**src/rtl/hub_pkg.sv**
```systemverilog
// Shared hub constants: wide FIFO width, tag/payload header layout and the ID-width helper.
package hub_pkg;

    function automatic int id_width(input int n);
        return $clog2(n);
    endfunction

    localparam int HUB_FIFO_WIDTH          = 32;
    localparam int HUB_FIFO_PHYSICAL_WIDTH = HUB_FIFO_WIDTH;
    localparam int HUB_NUM_SOURCES         = 4;
    localparam int HUB_ID_WIDTH            = id_width(HUB_NUM_SOURCES);
    localparam int HUB_PAYLOAD_WIDTH       = HUB_FIFO_WIDTH - HUB_ID_WIDTH;
    localparam int ID_MSB                  = HUB_FIFO_WIDTH - 1;
    localparam int ID_LSB                  = HUB_PAYLOAD_WIDTH;

endpackage

```
**src/rtl/hub_out_buffer2.sv**
```systemverilog
// Two-entry valid/ready FIFO with registered outputs; head entry drives out_data directly.
module hub_out_buffer2
    import hub_pkg::*;
#(
    parameter int WIDTH = HUB_FIFO_WIDTH
) (
    input  logic             clk,
    input  logic             reset,
    input  logic             push,
    input  logic [WIDTH-1:0] push_data,
    output logic [WIDTH-1:0] out_data,
    output logic             out_valid,
    input  logic             out_ready,
    output logic [1:0]       count
);

    logic [WIDTH-1:0] entry0;
    logic [WIDTH-1:0] entry1;
    logic             valid_q;
    logic             pop;
    logic             push_ok;
    logic [1:0]       next_count;

    assign pop     = valid_q && out_ready;
    // A full buffer refuses pushes even when popping; the writer sees space only from registered count.
    assign push_ok = push && (count != 2'd2);

    always_comb begin
        next_count = count + 2'(push_ok) - 2'(pop);
    end

    always_ff @(posedge clk or posedge reset) begin
        if (reset) begin
            count   <= 2'd0;
            valid_q <= 1'b0;
            entry0  <= '0;
            entry1  <= '0;
        end else begin
            case ({push_ok, pop})
                2'b10: begin
                    if (count == 2'd0) entry0 <= push_data;
                    else               entry1 <= push_data;
                end
                2'b01: begin
                    entry0 <= entry1;
                end
                2'b11: begin
                    entry0 <= push_data;
                end
                default: ;
            endcase
            count   <= next_count;
            valid_q <= (next_count != 2'd0);
        end
    end

    assign out_data  = entry0;
    assign out_valid = valid_q;

endmodule

```
**src/rtl/hub_rr_packer.sv**
```systemverilog
// Round-robin merge of NUM_SOURCES payload streams into one {id, payload} stream
// feeding the hub serializer through a two-entry output buffer.
module hub_rr_packer
    import hub_pkg::id_width;
#(
    parameter int NUM_SOURCES    = 4,
    parameter int PAYLOAD_WIDTH  = 30,
    parameter int ID_WIDTH       = 2,
    parameter int HUB_FIFO_WIDTH = 32
) (
    input  logic                               clk,
    input  logic                               reset,
    input  logic [NUM_SOURCES*PAYLOAD_WIDTH-1:0] src_data,
    input  logic [NUM_SOURCES-1:0]             src_valid,
    output logic [NUM_SOURCES-1:0]             src_ready,
    output logic [HUB_FIFO_WIDTH-1:0]          wide_fifo_data,
    output logic                               wide_fifo_valid,
    input  logic                               wide_fifo_ready
);

    if (NUM_SOURCES < 2) begin : g_chk_sources
        $error("hub_rr_packer: NUM_SOURCES must be at least 2");
    end
    if (ID_WIDTH != id_width(NUM_SOURCES)) begin : g_chk_id
        $error("hub_rr_packer: ID_WIDTH must equal clog2(NUM_SOURCES)");
    end
    if (HUB_FIFO_WIDTH != ID_WIDTH + PAYLOAD_WIDTH) begin : g_chk_width
        $error("hub_rr_packer: HUB_FIFO_WIDTH must equal ID_WIDTH + PAYLOAD_WIDTH");
    end

    logic [ID_WIDTH-1:0]       last_grant;
    logic [ID_WIDTH-1:0]       pick;
    logic [ID_WIDTH-1:0]       cand;
    logic                      found;
    logic                      space;
    logic                      push;
    logic [1:0]                count;
    logic [PAYLOAD_WIDTH-1:0]  payload;
    logic [HUB_FIFO_WIDTH-1:0] packed_word;
    int                        idx;

    // Search starts just after the last granted source so every requester is reached within one lap.
    always_comb begin
        found = 1'b0;
        pick  = '0;
        idx   = 0;
        cand  = '0;
        for (int k = 1; k <= NUM_SOURCES; k++) begin
            idx  = (int'(last_grant) + k) % NUM_SOURCES;
            cand = ID_WIDTH'(idx);
            if (!found && src_valid[cand]) begin
                found = 1'b1;
                pick  = cand;
            end
        end
    end

    assign space = (count != 2'd2);
    assign push  = space && found && !reset;

    always_comb begin
        src_ready = '0;
        if (push) src_ready[pick] = 1'b1;
    end

    assign payload     = src_data[pick*PAYLOAD_WIDTH +: PAYLOAD_WIDTH];
    assign packed_word = {pick, payload};

    always_ff @(posedge clk or posedge reset) begin
        if (reset) begin
            last_grant <= ID_WIDTH'(NUM_SOURCES - 1);
        end else if (push) begin
            last_grant <= pick;
        end
    end

    hub_out_buffer2 #(
        .WIDTH(HUB_FIFO_WIDTH)
    ) u_out_buffer (
        .clk      (clk),
        .reset    (reset),
        .push     (push),
        .push_data(packed_word),
        .out_data (wide_fifo_data),
        .out_valid(wide_fifo_valid),
        .out_ready(wide_fifo_ready),
        .count    (count)
    );

endmodule

```
**config.mk**
```make
export PLATFORM = sky130hd
export DESIGN_NAME = hub_rr_packer
export DESIGN_NICKNAME = d
export VERILOG_FILES = /design/src/rtl/hub_pkg.sv /design/src/rtl/hub_out_buffer2.sv /design/src/rtl/hub_rr_packer.sv
export SDC_FILE = /design/constraint.sdc
export NUM_CORES = 1
export LEC_CHECK = 0
export ABC_AREA = 1
export BUFFER_PORTS_ARGS = -buffer_cell sky130_fd_sc_hd__buf_2
export CAP_MARGIN = 20
export CORE_MARGIN = 2
export CORE_UTILIZATION = 52
export DETAILED_ROUTE_END_ITERATION = 7
export PLACE_DENSITY = 0.82
export SLEW_MARGIN = 5
export SYNTH_ARGS = -nofsm -noshare
export SYNTH_HDL_FRONTEND = slang
export SYNTH_SLANG_ARGS = --single-unit
export TNS_END_PERCENT = 50
```
**constraint.sdc**
```tcl
create_clock -name clk -period 3.1 [get_ports clk]
set_input_delay 0.31 -clock clk [delete_from_list [all_inputs] [get_ports clk]]
set_output_delay 0.31 -clock clk [all_outputs]
set_load 0.02 [all_outputs]
```
* Yosys cells after proc, flatten, opt, wreduce, memory -nomap -nowiden
Index checks and enable logic that the tools add are counted.
** Word-level totals
- Flip-flop bits (word level) :: 69
- Output and inout bits :: 37
- Word-level logic and storage cells :: 63
- Input bits :: 127
** Operators by class
- Reduce and logical (&&, ||, !) cells :: 17
- $lt $le $gt $ge :: 6
- Multipliers :: 1
- $add $sub $neg :: 6
- Eq/ne operators :: 5
- Bitwise gates (word level) :: 1
- Shift-type cells :: 1
- Multiplexer cells :: 21
** Operators by type and width (count)
- 120-bit by 8-bit indexed part select with 30-bit output :: 1
- 32-bit case mux with 3 select lines :: 1
- 32-bit 2-to-1 mux :: 1
- 2-bit by 3-bit less-than comparator with 1-bit output, second input constant :: 5
- 1-bit 2-to-1 mux :: 9
- 1-bit binary-select mux with 2-bit select :: 4
- 1-bit logical AND :: 8
- 2-bit 2-to-1 mux :: 4
- 2-bit by 4-bit multiplier with 6-bit output, second input constant :: 1
- 2-bit by 1-bit adder with 2-bit output, second input constant :: 2
- 2-bit adder, second input constant :: 2
- 2-bit equality test, second input constant :: 2
- 1-bit zero test :: 4
- 4-bit 2-to-1 mux :: 1
- 2-bit AND reduction :: 2
- 3-bit nonzero test :: 1
- 2-bit by 1-bit adder with 2-bit output :: 1
- 1-bit demux with 2-bit select :: 1
- 2-bit by 1-bit equality test with 1-bit output, second input constant :: 1
- 2-bit by 1-bit >= comparator with 1-bit output, second input constant :: 1
- 2-bit zero test :: 1
- 2-bit by 1-bit != test with 1-bit output, second input constant :: 1
- 2-bit != test, second input constant :: 1
- 2-bit nonzero test :: 1
- other kinds (2) :: 2

* Logic depth before layout (Yosys ltp)
Gate-level depths: netlist of run 1.
- Depth after elaboration :: 19
- Depth in mapped cells :: 18
- Mapped depth without buffers :: 15

* Cells and area by module
Synthesis of run 1 repeated with hierarchy kept, for this count alone.
** Second synthesis, totals
- Cell total of the unflattened synthesis :: 828
- Area total of the unflattened synthesis :: 5006.1 sq um
** By module, submodules not included
- hub_out_buffer2 :: area an instance 3088.0 sq um, cells each 400, instances 1
- hub_rr_packer :: area an instance 1918.1 sq um, cells each 428, instances 1

* Worst setup path before layout of run 1
OpenSTA, ideal clock, no wires.
- Kind :: input port to output port
- Start point :: input port reset
- End point :: output port src_ready[2]
- Required time :: 2.790 ns
- Setup slack :: -0.059 ns
- Data arrival time :: 2.849 ns
- Buffers on the path :: 1
- Cell stages on the path :: 6
- Cell sequence :: inv_1 -> nand2_1 -> inv_2 -> o21ai_4 -> buf_4 -> nor3_1
** On the way
- Cells in the longest elaborated chain, start to end :: 3
** Ends and longest elaborated chain
- start, declared :: RTL line hub_rr_packer.sv:12 : input logic reset,
- 1-bit zero test (no line)
- 1-bit logical AND :: RTL line hub_rr_packer.sv:59 : assign push = space && found && !reset;
- 4-bit 2-to-1 mux :: RTL line hub_rr_packer.sv:63 : if (push) src_ready[pick] = 1'b1;
- end, declared :: RTL line hub_rr_packer.sv:15 : output logic [NUM_SOURCES-1:0] src_ready,
Every way passes these cells.

* Worst setup path after layout of run 1
- Start point :: register last_grant[0]
- End point :: output port src_ready[2]
** On the way
- Cells in the longest elaborated chain, start to end :: 18
- Elaborated cells on any way between the ends :: 34
- Classes of those cells :: add/sub (4); order compare (2); mux (19); reduce/logical (9)
** Ends and longest elaborated chain
- start, declared :: RTL line hub_rr_packer.sv:31 : logic [ID_WIDTH-1:0] last_grant;
- start signal, assigned :: RTL line hub_rr_packer.sv:71 : last_grant <= ID_WIDTH'(NUM_SOURCES - 1);
- start signal, assigned :: RTL line hub_rr_packer.sv:73 : last_grant <= pick;
- 2-bit by 1-bit adder with 2-bit output :: RTL line hub_rr_packer.sv:49 : idx = (int'(last_grant) + k) % NUM_SOURCES;
- 1-bit binary-select mux with 2-bit select :: RTL line hub_rr_packer.sv:51 : if (!found && src_valid[cand]) begin
- 1-bit 2-to-1 mux (implied by the code) :: RTL line hub_rr_packer.sv:51
- 1-bit 2-to-1 mux :: RTL line hub_rr_packer.sv:51
- 1-bit zero test :: RTL line hub_rr_packer.sv:51
- 1-bit logical AND :: RTL line hub_rr_packer.sv:51
- 1-bit 2-to-1 mux :: RTL line hub_rr_packer.sv:51
- 1-bit zero test :: RTL line hub_rr_packer.sv:51
- (+2 left out)
- 1-bit zero test :: RTL line hub_rr_packer.sv:51
- 1-bit logical AND :: RTL line hub_rr_packer.sv:51
- 2-bit 2-to-1 mux :: RTL line hub_rr_packer.sv:51
- 2-bit by 3-bit less-than comparator with 1-bit output (implied by the code) / 2-bit by 1-bit >= comparator with 1-bit output (equally long branches) :: RTL line hub_rr_packer.sv:63
- 1-bit logical AND (implied by the code) :: RTL line hub_rr_packer.sv:63
- 1-bit 2-to-1 mux (implied by the code) :: RTL line hub_rr_packer.sv:63
- 1-bit demux with 2-bit select :: RTL line hub_rr_packer.sv:63
- 4-bit 2-to-1 mux * :: RTL line hub_rr_packer.sv:63
Mark *: on every way between the ends. The rest lies on a longest branch, timed or not. The select of a mux whose other input is x is not followed.

==> results of run 1 <==
==> cells in the mapped netlist (all sizes together) (3+ instances only) <==
| cell | n |
|---|---|
| nand2 | 409 |
| inv | 76 |
| nand3 | 71 |
| dfrtp | 67 |
| nand4 | 60 |
| o21ai | 37 |
| buf | 30 |
| clkbuf | 24 |
| nor2 | 4 |
| nor3 | 3 |
==> metrics by stage <==
step,utilization [%],instances,area [µm²],hold WS [ps]
2_1_floorplan,-,791,4900,454
3_3_place_gp,62.4,1030,5740,459
3_5_place_dp,62.4,1030,5740,461
4_1_cts,65.1,1046,5980,358
5_1_grt,65.1,1046,5990,382
6_report,65.1,1046,5990,305
==> state kept, by name, summed over array words and instances (netlist names) <==
| register | count |
|---|---|
| u_out_buffer.entry1 | 32 |
| u_out_buffer.out_valid | 1 |
| u_out_buffer.out_data | 32 |
| u_out_buffer.count | 2 |
| last_grant | 2 |
==> power groups by stage <==
| stage | Clock (µW) | Combinational, µW | Sequential [µW] |
|---|---|---|---|
| 5_1_grt | 951 | 7000 | 1630 |
| 3_3_place_gp | 0 | 6030 | 1570 |
| 4_1_cts | 923 | 6130 | 1570 |
| 3_5_place_dp | 0 | 6090 | 1580 |
| 6_report | 910 | 6120 | 1580 |
| 2_1_floorplan | 0 | 4600 | 1800 |
==> worst max-delay path by stage <==
stage | start | to | cells past startpoint
after floorplan | reset | u_out_buffer.out_valid | 9
after global placement | last_grant[0] | u_out_buffer.out_valid | 15
after detailed placement | last_grant[0] | u_out_buffer.entry1[13] | 13
after CTS | last_grant[0] | src_ready[1] | 13
after global routing | last_grant[0] | src_ready[2] | 13
final | last_grant[0] | src_ready[2] | 13
==> layer usage <==
layer | share of wire, % | GRT usage [%] | vias to the layer above
met5 | 0 | 0 | -
met2 | 49 | 48.4 | 195
met3 | 6.1 | 3.95 | 19
met1 | 44 | 35.1 | 2452
met4 | 1.3 | 8.63 | 0
li1 | - | - | 2775
==> logic make-up (layout without fill, tap and decap cells) <==
family | after synthesis | after routing | synth area share (%)
buf+inv | 130 | 274 | 11.9
fa+ha+maj | 2 | 2 | 0.511
simple gates | 549 | 549 | 47.6
xor+xnor | 2 | 2 | 0.358
flops | 69 | 69 | 35.3
compound gates | 39 | 39 | 4.27
==> worst max-delay path, cell delays in order, from the launching register on <==
cell and delay, ps:
sky130_fd_sc_hd__dfstp_2 630, sky130_fd_sc_hd__inv_2 100, sky130_fd_sc_hd__nand2_1 90, sky130_fd_sc_hd__nand2_1 70, sky130_fd_sc_hd__nand2_1 80, sky130_fd_sc_hd__nand2_1 80
sky130_fd_sc_hd__nor2_4 140, sky130_fd_sc_hd__nand3_2 110, sky130_fd_sc_hd__nand2_1 90, sky130_fd_sc_hd__inv_2 60, sky130_fd_sc_hd__o21ai_4 150, sky130_fd_sc_hd__buf_4 360
sky130_fd_sc_hd__nor3_1 120, sky130_fd_sc_hd__buf_2 170
==> cell type report <==
cell class	instances	area, µm²
Clock buffer	10	138
Clock inverter	6	110
Fill cell	907	3210
Inverter	76	289
Multi-Input combinational cell	592	2600
Sequential cell	69	1730
Tap cell	111	139
Timing Repair Buffer	182	983
==> repair_timing <==
action,4_1_cts,5_1_grt
hold buffers,0,0
gates resized for setup,0,1
setup endpoints to repair,0,2
==> impl_table.tex, run 1 <==
\begin{tabular}{lr}
\hline
Metric & Value \\
\hline
\multicolumn{2}{l}{\textbf{Status}} \\
\quad Run status & complete, no violations \\
\multicolumn{2}{l}{\textbf{Critical path}} \\
\quad Required time of the critical path & 2790 ps \\
\quad Worst Path Class, Setup & flop to primary output \\
\quad Arrival time at the worst endpoint & 2590 ps \\
\quad Worst Reg2Reg Path Length in Cells & 13 \\
\quad Highest fanout seen on the critical path & 25 \\
\quad Type of element launching the critical path & flop \\
\quad Reg-to-Reg Start & last\_grant[0] \\
\quad Worst Setup End Kind & primary output \\
\quad R2r endpoint & u\_out\_buffer.entry1[3] \\
\quad Flop2flop setup slack & 420 ps \\
\multicolumn{2}{l}{\textbf{Synthesis}} \\
\quad Cell Area, Synth & 4890 µm² \\
\quad Synthesized netlist cell count & 791 \\
\quad Post-Syn Nets & 920 \\
\quad Fraction of the yosys area taken by sequential cells & 35.3\% \\
\quad Number of register bits inferred by synthesis & 69 \\
\quad Most area-consuming cells after synthesis & sky130\_fd\_sc\_hd\_\_dfrtp\_1 34\%, sky130\_fd\_sc\_hd\_\_nand2\_1 31\%, sky130\_fd\_sc\_hd\_\_nand4\_1 7.7\% \\
\quad Top cell type by total area after synthesis & sky130\_fd\_sc\_hd\_\_dfrtp\_1 \\
\quad Number of flops mapped to enable cells by yosys & 0 \\
\quad Number of warning messages in the yosys log & 0 \\
\quad Number of distinct library cells after synthesis & 26 \\
\quad Mean instance size in the synthesized netlist & 6.19 µm² \\
\quad Share of synthesized flip-flops with an asynchronous set or reset & 100\% \\
\quad Most used DFF post-synth & sky130\_fd\_sc\_hd\_\_dfrtp\_1 \\
\quad Top-area cell type share of the netlist area & 34.3\% \\
\multicolumn{2}{l}{\textbf{STA}} \\
\quad Final Skew & 11.2 ps \\
\quad Max-slew headroom at the worst pin & 40.9\% \\
\quad Setup slack of the critical path after layout & 196 ps \\
\quad Sum of negative setup slack & 0 ps \\
\quad Slew at the pin closest to its max-slew limit & 887 ps \\
\quad Minimum period implied by the final worst setup slack & 2900 ps \\
\quad Number of setup violations in the final report & 0 \\
\quad Final period utilization & 93.7\% \\
\quad Final-report max-slew violation count & 0 \\
\quad Highest Clock Rate & 344 MHz \\
\quad RSZ-0062 raised after global routing & false \\
\quad Hold Violations, Final & 0 \\
\multicolumn{2}{l}{\textbf{Placed design}} \\
\quad Detailed placer's ending HPWL & 9680 µm \\
\quad Number of buffers inserted by port buffering & 163 \\
\quad Global placer's final weighted congestion & 0.925 \\
\quad Worst setup slack after placement & 465 ps \\
\multicolumn{2}{l}{\textbf{Clocking}} \\
\quad Clock transition at the registers of the reported paths & 80 ps \\
\quad Deepest level of the CTS H-tree & 3 \\
\quad Maximum buffer depth of the clock tree & 2 \\
\quad Number of clock sinks & 69 \\
\quad Clock latency reported for the late side of the worst-skew pair & 330 ps \\
\quad Clock buffers created by TritonCTS & 9 \\
\quad Clock tree from TritonCTS & yes \\
\quad Cell at the root of the clock tree & sky130\_fd\_sc\_hd\_\_clkbuf\_8 \\
\quad \# Post-CTS Setup Buffers & 0 \\
\multicolumn{2}{l}{\textbf{Pwr}} \\
\quad Combinational fraction of design power & 71.1\% \\
\quad Clk network pwr share & 10.6\% \\
\quad Switch Pwr & 4670 µW \\
\quad Sequential group share of total power & 18.3\% \\
\quad Leakage power & 0.00366 µW \\
\quad Switching Share & 54.3\% \\
\quad Maximum ir drop on the vdd rail & 0.000857 V \\
\quad Pint & 3940 µW \\
\quad Total power of the final layout & 8610 µW \\
\quad Pwr per Cell Area & 1440 nW/µm² \\
\multicolumn{2}{l}{\textbf{Global route}} \\
\quad Largest net degree at the start of global routing & 70 \\
\quad Total GRT Usage & 27.6\% \\
\quad First-pass GRT wire length & 22,600 µm \\
\quad Number of antenna violations at the first check in global routing & 0 \\
\quad Total gr overflow & 0 \\
\quad Number of global-route vias before repair & 4,921 \\
\multicolumn{2}{l}{\textbf{Die}} \\
\quad Number of standard-cell rows in the floorplan & 35 \\
\quad Area of the core region & 9200 µm² \\
\quad Floorplan die area & 10,200 µm² \\
\quad Die extent in x & 101 µm \\
\quad Floorplan die height & 101 µm \\
\quad Effective utilization at floorplan & 53.2\% \\
\quad IO Count & 164 \\
\multicolumn{2}{l}{\textbf{Detailed routing}} \\
\quad Final wirelength & 13,900 µm \\
\quad Routed len/inst & 13.3 µm \\
\quad Drt drc & 0 \\
\quad Number of nets still failing antenna checks after routing & 0 \\
\quad Vias per inst & 5.20 \\
\quad Vias post-DR & 5,441 \\
\quad 1st-iter DRT viols & 303 \\
\quad Number of search-and-repair iterations in the first detailed-routing pass & 4 \\
\multicolumn{2}{l}{\textbf{Finish}} \\
\quad Share of final-layout standard cells stronger than drive strength 1 & 23.1\% \\
\quad Commonest non-fill, non-tap cells in the layout & 407 x sky130\_fd\_sc\_hd\_\_nand2\_1, 163 x sky130\_fd\_sc\_hd\_\_buf\_2, 70 x sky130\_fd\_sc\_hd\_\_inv\_1, 67 x sky130\_fd\_sc\_hd\_\_nand3\_1, 67 x sky130\_fd\_sc\_hd\_\_dfrtp\_1 \\
\quad Number of antenna repair diodes & 0 \\
\quad Area growth, synth to finish & 22.4\% \\
\quad Total number of nets in the final design & 1,059 \\
\quad Most frequent standard cell in the layout excluding fill and tap cells & sky130\_fd\_sc\_hd\_\_nand2\_1 \\
\multicolumn{2}{l}{\textbf{Job}} \\
\quad Number of maximum-capacitance violations & 0 \\
\multicolumn{2}{l}{\textbf{Min path}} \\
\quad Class of the most critical hold timing path & input port to asynchronous set/reset pin \\
\hline
\end{tabular}
No activity file was read; power rests on OpenSTA's default activity.
==> run 2, diff against run 1 <==
Settings changed: BUFFER_PORTS_ARGS -buffer_cell sky130_fd_sc_hd__buf_2 to not set, CORE_UTILIZATION 52 to 60, DONT_BUFFER_PORTS set to 1, PLACE_DENSITY 0.82 to 0.76.
==> impl_table.tex, run 2 (synthesis results as in run 1) <==
\begin{tabular}{lr}
\hline
Metric & Value \\
\hline
\multicolumn{2}{l}{\textbf{Status}} \\
\quad Run status & complete, no violations \\
\multicolumn{2}{l}{\textbf{Die}} \\
\quad Floorplan die height & 94.3 µm (-6.6\%) \\
\quad Die extent in x & 94.3 µm (-6.6\%) \\
\quad Number of standard-cell rows in the floorplan & 32 (-8.6\%) \\
\quad Effective utilization at floorplan & 62.7\% (+9.5 points) \\
\quad IO Count & 164 (unchanged) \\
\quad Area of the core region & 7810 µm² (-15\%) \\
\quad Floorplan die area & 8890 µm² (-13\%) \\
\multicolumn{2}{l}{\textbf{Clocking}} \\
\quad Maximum buffer depth of the clock tree & 2 (unchanged) \\
\quad Clock transition at the registers of the reported paths & 80 ps (about the same) \\
\quad Clock tree from TritonCTS & yes \\
\quad Cell at the root of the clock tree & sky130\_fd\_sc\_hd\_\_clkbuf\_8 \\
\quad Clock latency reported for the late side of the worst-skew pair & 340 ps (about the same) \\
\quad Number of clock sinks & 69 (unchanged) \\
\quad Deepest level of the CTS H-tree & 3 (unchanged) \\
\quad Clock buffers created by TritonCTS & 9 (unchanged) \\
\quad \# Post-CTS Setup Buffers & 0 (unchanged) \\
\multicolumn{2}{l}{\textbf{STA}} \\
\quad Slew at the pin closest to its max-slew limit & 904 ps (+16.8 ps) \\
\quad Highest Clock Rate & 347 MHz (+0.81\%) \\
\quad Final-report max-slew violation count & 0 (unchanged) \\
\quad Final Skew & 9.12 ps (-2.09 ps) \\
\quad Minimum period implied by the final worst setup slack & 2880 ps (-23.4 ps) \\
\quad RSZ-0062 raised after global routing & true \\
\quad Number of setup violations in the final report & 0 (unchanged) \\
\quad Hold Violations, Final & 0 (unchanged) \\
\quad Max-slew headroom at the worst pin & 39.6\% (-1.2 points) \\
\quad Final period utilization & 92.9\% (-0.76 points) \\
\quad Sum of negative setup slack & 0 ps (unchanged) \\
\multicolumn{2}{l}{\textbf{Critical path}} \\
\quad Type of element launching the critical path & flop \\
\quad R2r endpoint & u\_out\_buffer.out\_data[31] \\
\quad Reg-to-Reg Start & last\_grant[0] \\
\quad Worst Setup End Kind & primary output \\
\quad Highest fanout seen on the critical path & 20 (-20\%) \\
\quad Flop2flop setup slack & 320 ps (-100 ps) \\
\quad Worst Reg2Reg Path Length in Cells & 14 (+1) \\
\quad Arrival time at the worst endpoint & 2570 ps (-20 ps) \\
\quad Required time of the critical path & 2790 ps (about the same) \\
\quad Worst Path Class, Setup & flop to primary output \\
\multicolumn{2}{l}{\textbf{Placed design}} \\
\quad Global placer's final weighted congestion & 0.852 (-7.9\%) \\
\quad Number of buffers inserted by port buffering & 0 (-100\%) \\
\quad Detailed placer's ending HPWL & 8910 µm (-7.9\%) \\
\multicolumn{2}{l}{\textbf{Finish}} \\
\quad Total number of nets in the final design & 896 (-15\%) \\
\quad Share of final-layout standard cells stronger than drive strength 1 & 6.87\% (-16 points) \\
\quad Area growth, synth to finish & 5.11\% \\
\quad Commonest non-fill, non-tap cells in the layout & 406 x sky130\_fd\_sc\_hd\_\_nand2\_1, 70 x sky130\_fd\_sc\_hd\_\_inv\_1, 67 x sky130\_fd\_sc\_hd\_\_nand3\_1, 67 x sky130\_fd\_sc\_hd\_\_dfrtp\_1, 60 x sky130\_fd\_sc\_hd\_\_nand4\_1 \\
\quad Number of antenna repair diodes & 0 (unchanged) \\
\quad Number of fill cells in the layout & 717 (-21\%) \\
\quad Most frequent standard cell in the layout excluding fill and tap cells & sky130\_fd\_sc\_hd\_\_nand2\_1 \\
\quad Register area & 1730 µm² (unchanged) \\
\quad Area of the multi-input gates & 2600 µm² (about the same) \\
\multicolumn{2}{l}{\textbf{Global route}} \\
\quad First-pass GRT wire length & 20,700 µm (-8.7\%) \\
\quad Met1 Usage GRT & 35.4\% (+0.30 points) \\
\quad Met2 capacity usage during global routing & 51.9\% (+3.5 points) \\
\quad Number of antenna violations at the first check in global routing & 0 (unchanged) \\
\quad Met3 track demand over resource in global routing & 7.87\% (+3.9 points) \\
\quad Global route hottest layer & met2 \\
\quad Total gr overflow & 0 (unchanged) \\
\quad Total GRT Usage & 29.2\% (+1.6 points) \\
\quad Number of global-route vias before repair & 4,608 (-6.4\%) \\
\quad Largest net degree at the start of global routing & 70 (unchanged) \\
\multicolumn{2}{l}{\textbf{Detailed routing}} \\
\quad Number of nets still failing antenna checks after routing & 0 (unchanged) \\
\quad Final wirelength & 12,600 µm (-9.1\%) \\
\quad Number of search-and-repair iterations in the first detailed-routing pass & 6 (+2) \\
\quad 1st-iter DRT viols & 233 (-23\%) \\
\quad Vias post-DR & 4,875 (-10\%) \\
\quad Vias per inst & 5.58 (+7.4\%) \\
\quad Routed len/inst & 14.4 µm (+8.9\%) \\
\quad Drt drc & 0 (unchanged) \\
\multicolumn{2}{l}{\textbf{Min path}} \\
\quad Class of the most critical hold timing path & input port to asynchronous set/reset pin \\
\multicolumn{2}{l}{\textbf{Job}} \\
\quad Number of maximum-capacitance violations & 0 (unchanged) \\
\hline
\end{tabular}
[run 2: changes by cell type in the layout (fill, tap and decap cells not counted)]
cell | previous run | this run
sky130_fd_sc_hd__clkinv_1 | 1 | 0
sky130_fd_sc_hd__clkinvlp_4 | 3 | 1
sky130_fd_sc_hd__clkinv_4 | 0 | 2
sky130_fd_sc_hd__nor3_2 | 1 | 0
sky130_fd_sc_hd__buf_12 | 2 | 1
sky130_fd_sc_hd__buf_4 | 17 | 16
sky130_fd_sc_hd__buf_2 | 163 | 0
sky130_fd_sc_hd__inv_2 | 4 | 5
sky130_fd_sc_hd__nand2_1 | 407 | 406
sky130_fd_sc_hd__nor3_1 | 2 | 3
sky130_fd_sc_hd__clkbuf_8 | 10 | 9
sky130_fd_sc_hd__buf_6 | 0 | 2
sky130_fd_sc_hd__nand2_2 | 2 | 3
[run 2: final cells by class]
type / count / share of cell area (%)
multi-input cells: 592 / 50.5
flip-flops and latches: 69 / 33.6
inverters: 76 / 5.62
repair buffers: 19 / 3.16
well taps: 102 / 2.48
clock buffers: 9 / 2.41
clock inverters: 6 / 2.19
[run 2: repair_timing]
action | 4_1_cts | 5_1_grt
hold buffers | 0 | 0
endpoints found under the setup margin | 0 | 3
gates resized for setup | 0 | 3
[run 2: stage by stage]
stage	utilization (%)	area (µm²)	instances	hold slack [ps]	worst slack, ps
after floorplan	-	4900	791	454	447
after global placement	62.7	4900	858	468	465
after detailed placement	62.7	4900	858	475	340
after CTS	65.8	5130	873	210	187
after global routing	65.9	5140	873	240	-7.61
final	65.9	5140	873	170	220
[run 2: routing by layer]
metal  share of wire (%)  vias up
met5                   0        -
li1                    -     2451
met4                 1.1        0
met2                  49      187
met3                 8.4       11
met1                  41     2226
[run 2: worst max-delay path by stage]
stage / startpoint / slack (ps) / to / cells past startpoint
2_1_floorplan: reset / 450 / u_out_buffer.out_valid / 9
3_3_place_gp: last_grant[0] / 460 / u_out_buffer.out_data[31] / 14
3_5_place_dp: last_grant[0] / 340 / u_out_buffer.out_data[31] / 14
4_1_cts: last_grant[0] / 190 / src_ready[2] / 12
5_1_grt: last_grant[0] / -8 / src_ready[0] / 14
6_report: last_grant[0] / 220 / src_ready[2] / 12
[run 2: critical path, stage by stage, from the launching register on]
cell and delay [ps]:
sky130_fd_sc_hd__dfstp_2 630, sky130_fd_sc_hd__inv_2 110, sky130_fd_sc_hd__nand2_1 90, sky130_fd_sc_hd__nand2_1 80
sky130_fd_sc_hd__nand2_1 90, sky130_fd_sc_hd__nand2_1 90, sky130_fd_sc_hd__nor2_4 130, sky130_fd_sc_hd__nand2_1 60
sky130_fd_sc_hd__nor3_1 220, sky130_fd_sc_hd__nand2b_1 220, sky130_fd_sc_hd__buf_4 270, sky130_fd_sc_hd__nor3_1 80
sky130_fd_sc_hd__buf_4 160
Power of run 2 is left out: the tool's default activity adds up to more than one toggle a clock period on the data nets, which glitch-free logic cannot reach.
==> run 3, diff against run 2 <==
Settings changed: CORE_UTILIZATION 60 to 49, PLACE_DENSITY 0.76 to 0.64.
==> impl_table.tex, run 3 (synthesis results as in run 1) <==
\begin{tabular}{lr}
\hline
Metric & Value \\
\hline
\multicolumn{2}{l}{\textbf{Status}} \\
\quad Run status & complete, no violations \\
\multicolumn{2}{l}{\textbf{Critical path}} \\
\quad Worst Reg2Reg Path Length in Cells & 13 (-1) \\
\quad R2r endpoint & u\_out\_buffer.entry1[27] \\
\quad Worst Path Class, Setup & flop to primary output \\
\quad Highest fanout seen on the critical path & 23 (+15\%) \\
\quad Arrival time at the worst endpoint & 2570 ps (about the same) \\
\quad Worst Setup End Kind & primary output \\
\quad Reg-to-Reg Start & last\_grant[0] \\
\quad Type of element launching the critical path & flop \\
\quad Required time of the critical path & 2790 ps (about the same) \\
\quad Flop2flop setup slack & 290 ps (-30 ps) \\
\multicolumn{2}{l}{\textbf{Detailed routing}} \\
\quad Vias per inst & 5.50 (-1.6\%) \\
\quad Top Metal Used & met4 \\
\quad Routed met3 length & 983 µm (-7.7\%) \\
\quad 1st-iter DRT viols & 307 (+32\%) \\
\quad Number of nets still failing antenna checks after routing & 0 (unchanged) \\
\quad Drt drc & 0 (unchanged) \\
\quad Number of search-and-repair iterations in the first detailed-routing pass & 5 (-1) \\
\quad Final wirelength & 13,500 µm (+7.4\%) \\
\quad Routed metal-1 wirelength & 5750 µm (+9.9\%) \\
\quad Vias post-DR & 4,962 (+1.8\%) \\
\quad Routed len/inst & 15.0 µm (+3.8\%) \\
\quad Sum of met2 wire segment lengths after detailed routing & 6460 µm (+4.7\%) \\
\multicolumn{2}{l}{\textbf{Finish}} \\
\quad Number of antenna repair diodes & 0 (unchanged) \\
\quad Share of final-layout standard cells stronger than drive strength 1 & 6.62\% (-0.25 points) \\
\quad Most frequent standard cell in the layout excluding fill and tap cells & sky130\_fd\_sc\_hd\_\_nand2\_1 \\
\quad Commonest non-fill, non-tap cells in the layout & 407 x sky130\_fd\_sc\_hd\_\_nand2\_1, 70 x sky130\_fd\_sc\_hd\_\_inv\_1, 67 x sky130\_fd\_sc\_hd\_\_nand3\_1, 67 x sky130\_fd\_sc\_hd\_\_dfrtp\_1, 60 x sky130\_fd\_sc\_hd\_\_nand4\_1 \\
\quad Total number of nets in the final design & 894 (-0.22\%) \\
\quad Area growth, synth to finish & 4.37\% \\
\quad Number of fill cells in the layout & 1,029 (+44\%) \\
\multicolumn{2}{l}{\textbf{Placed design}} \\
\quad Detailed placer's ending HPWL & 9250 µm (+3.9\%) \\
\quad Number of buffers inserted by port buffering & 0 (unchanged) \\
\quad Global placer's final weighted congestion & 0.884 (+3.8\%) \\
\multicolumn{2}{l}{\textbf{Global route}} \\
\quad Largest net degree at the start of global routing & 70 (unchanged) \\
\quad Number of global-route vias before repair & 4,800 (+4.2\%) \\
\quad First-pass GRT wire length & 22,700 µm (+9.8\%) \\
\quad Total GRT Usage & 25.5\% (-3.8 points) \\
\quad Number of antenna violations at the first check in global routing & 0 (unchanged) \\
\quad Total gr overflow & 0 (unchanged) \\
\multicolumn{2}{l}{\textbf{Die}} \\
\quad Number of standard-cell rows in the floorplan & 36 (+13\%) \\
\quad Floorplan die height & 104 µm (+10\%) \\
\quad Effective utilization at floorplan & 50.3\% (-12 points) \\
\quad Die extent in x & 104 µm (+10\%) \\
\quad Area of the core region & 9730 µm² (+25\%) \\
\quad Floorplan die area & 10,800 µm² (+21\%) \\
\quad IO Count & 164 (unchanged) \\
\multicolumn{2}{l}{\textbf{STA}} \\
\quad RSZ-0062 raised after global routing & false \\
\quad Sum of negative setup slack & 0 ps (unchanged) \\
\quad Final-report max-slew violation count & 0 (unchanged) \\
\quad Minimum period implied by the final worst setup slack & 2880 ps (+3.53 ps) \\
\quad Hold Violations, Final & 0 (unchanged) \\
\quad Final period utilization & 93.0\% (+0.11 points) \\
\quad Number of setup violations in the final report & 0 (unchanged) \\
\quad Max-slew headroom at the worst pin & 39.8\% (+0.15 points) \\
\quad Final Skew & 12.6 ps (+3.44 ps) \\
\quad Slew at the pin closest to its max-slew limit & 903 ps (-0.923 ps) \\
\quad Highest Clock Rate & 347 MHz (-0.12\%) \\
\multicolumn{2}{l}{\textbf{Clocking}} \\
\quad Clock buffers created by TritonCTS & 9 (unchanged) \\
\quad Deepest level of the CTS H-tree & 3 (unchanged) \\
\quad Number of clock sinks & 69 (unchanged) \\
\quad Maximum buffer depth of the clock tree & 2 (unchanged) \\
\quad CTS hold repair buffers & 0 (unchanged) \\
\quad \# Post-CTS Setup Buffers & 0 (unchanged) \\
\quad Cell at the root of the clock tree & sky130\_fd\_sc\_hd\_\_clkbuf\_8 \\
\quad Cts repair resizes & 0 (unchanged) \\
\quad Clock latency reported for the late side of the worst-skew pair & 340 ps (about the same) \\
\quad Clock transition at the registers of the reported paths & 80 ps (about the same) \\
\quad Clock tree from TritonCTS & yes \\
\multicolumn{2}{l}{\textbf{Job}} \\
\quad Number of maximum-capacitance violations & 0 (unchanged) \\
\multicolumn{2}{l}{\textbf{Min path}} \\
\quad Class of the most critical hold timing path & input port to asynchronous set/reset pin \\
\hline
\end{tabular}
-- run 3: cell count changes in the layout (fill, tap and decap cells not counted), moves of 2 or more --
cell,change
sky130_fd_sc_hd__bufinv_16,-3
sky130_fd_sc_hd__clkbuf_8,+2
sky130_fd_sc_hd__clkinv_2,+2
sky130_fd_sc_hd__clkinv_4,-2
-- run 3: worst max-delay path: stages (launching register included) --
cell and delay (ps):
sky130_fd_sc_hd__dfstp_2 630, sky130_fd_sc_hd__inv_2 100, sky130_fd_sc_hd__nand2_1 90, sky130_fd_sc_hd__nand2_1 80
sky130_fd_sc_hd__nand2_1 80, sky130_fd_sc_hd__nand2_1 80, sky130_fd_sc_hd__nor2_4 130, sky130_fd_sc_hd__nand3_2 110
sky130_fd_sc_hd__nand2_1 90, sky130_fd_sc_hd__inv_2 60, sky130_fd_sc_hd__o21ai_4 160, sky130_fd_sc_hd__buf_4 350
sky130_fd_sc_hd__nor3_1 90, sky130_fd_sc_hd__buf_4 170
-- run 3: final cells by class --
type / count / area, µm² / share of cell area [%]
inverters: 76 / 289 / 5.66
clock inverters: 4 / 22.5 / 0.441
flip-flops and latches: 69 / 1730 / 33.9
well taps: 133 / 166 / 3.26
clock buffers: 12 / 155 / 3.04
repair buffers: 17 / 144 / 2.82
multi-input cells: 592 / 2600 / 50.9
-- run 3: metrics by stage --
stage	worst slack (ps)	instances	utilization, %	cell area [µm²]	hold WS (ps)
floorplan	447	791	-	4900	454
global placement	440	887	50.6	4920	476
detailed placement	334	887	50.6	4920	485
CTS	150	903	52.4	5100	238
global route	0.855	903	52.5	5110	270
finish	216	903	52.5	5110	199
-- run 3: worst max path at each step --
stage / startpoint / end / slack [ps] / depth (start not counted)
finish: last_grant[0] / src_ready[2] / 220 / 13
global route: last_grant[0] / src_ready[3] / 0.9 / 13
CTS: last_grant[0] / src_ready[2] / 150 / 12
detailed placement: last_grant[0] / u_out_buffer.entry1[27] / 330 / 13
global placement: last_grant[0] / u_out_buffer.entry1[27] / 440 / 13
floorplan: reset / u_out_buffer.out_valid / 450 / 9
-- run 3: layer usage --
metal  vias to the layer above  global-route usage, %
met1                      2313                   30.9
met4                         0                   9.65
met3                        28                   5.39
met5                         -                      0
li1                       2445                      -
met2                       176                   44.3
Power of run 3 is left out for the same reason.
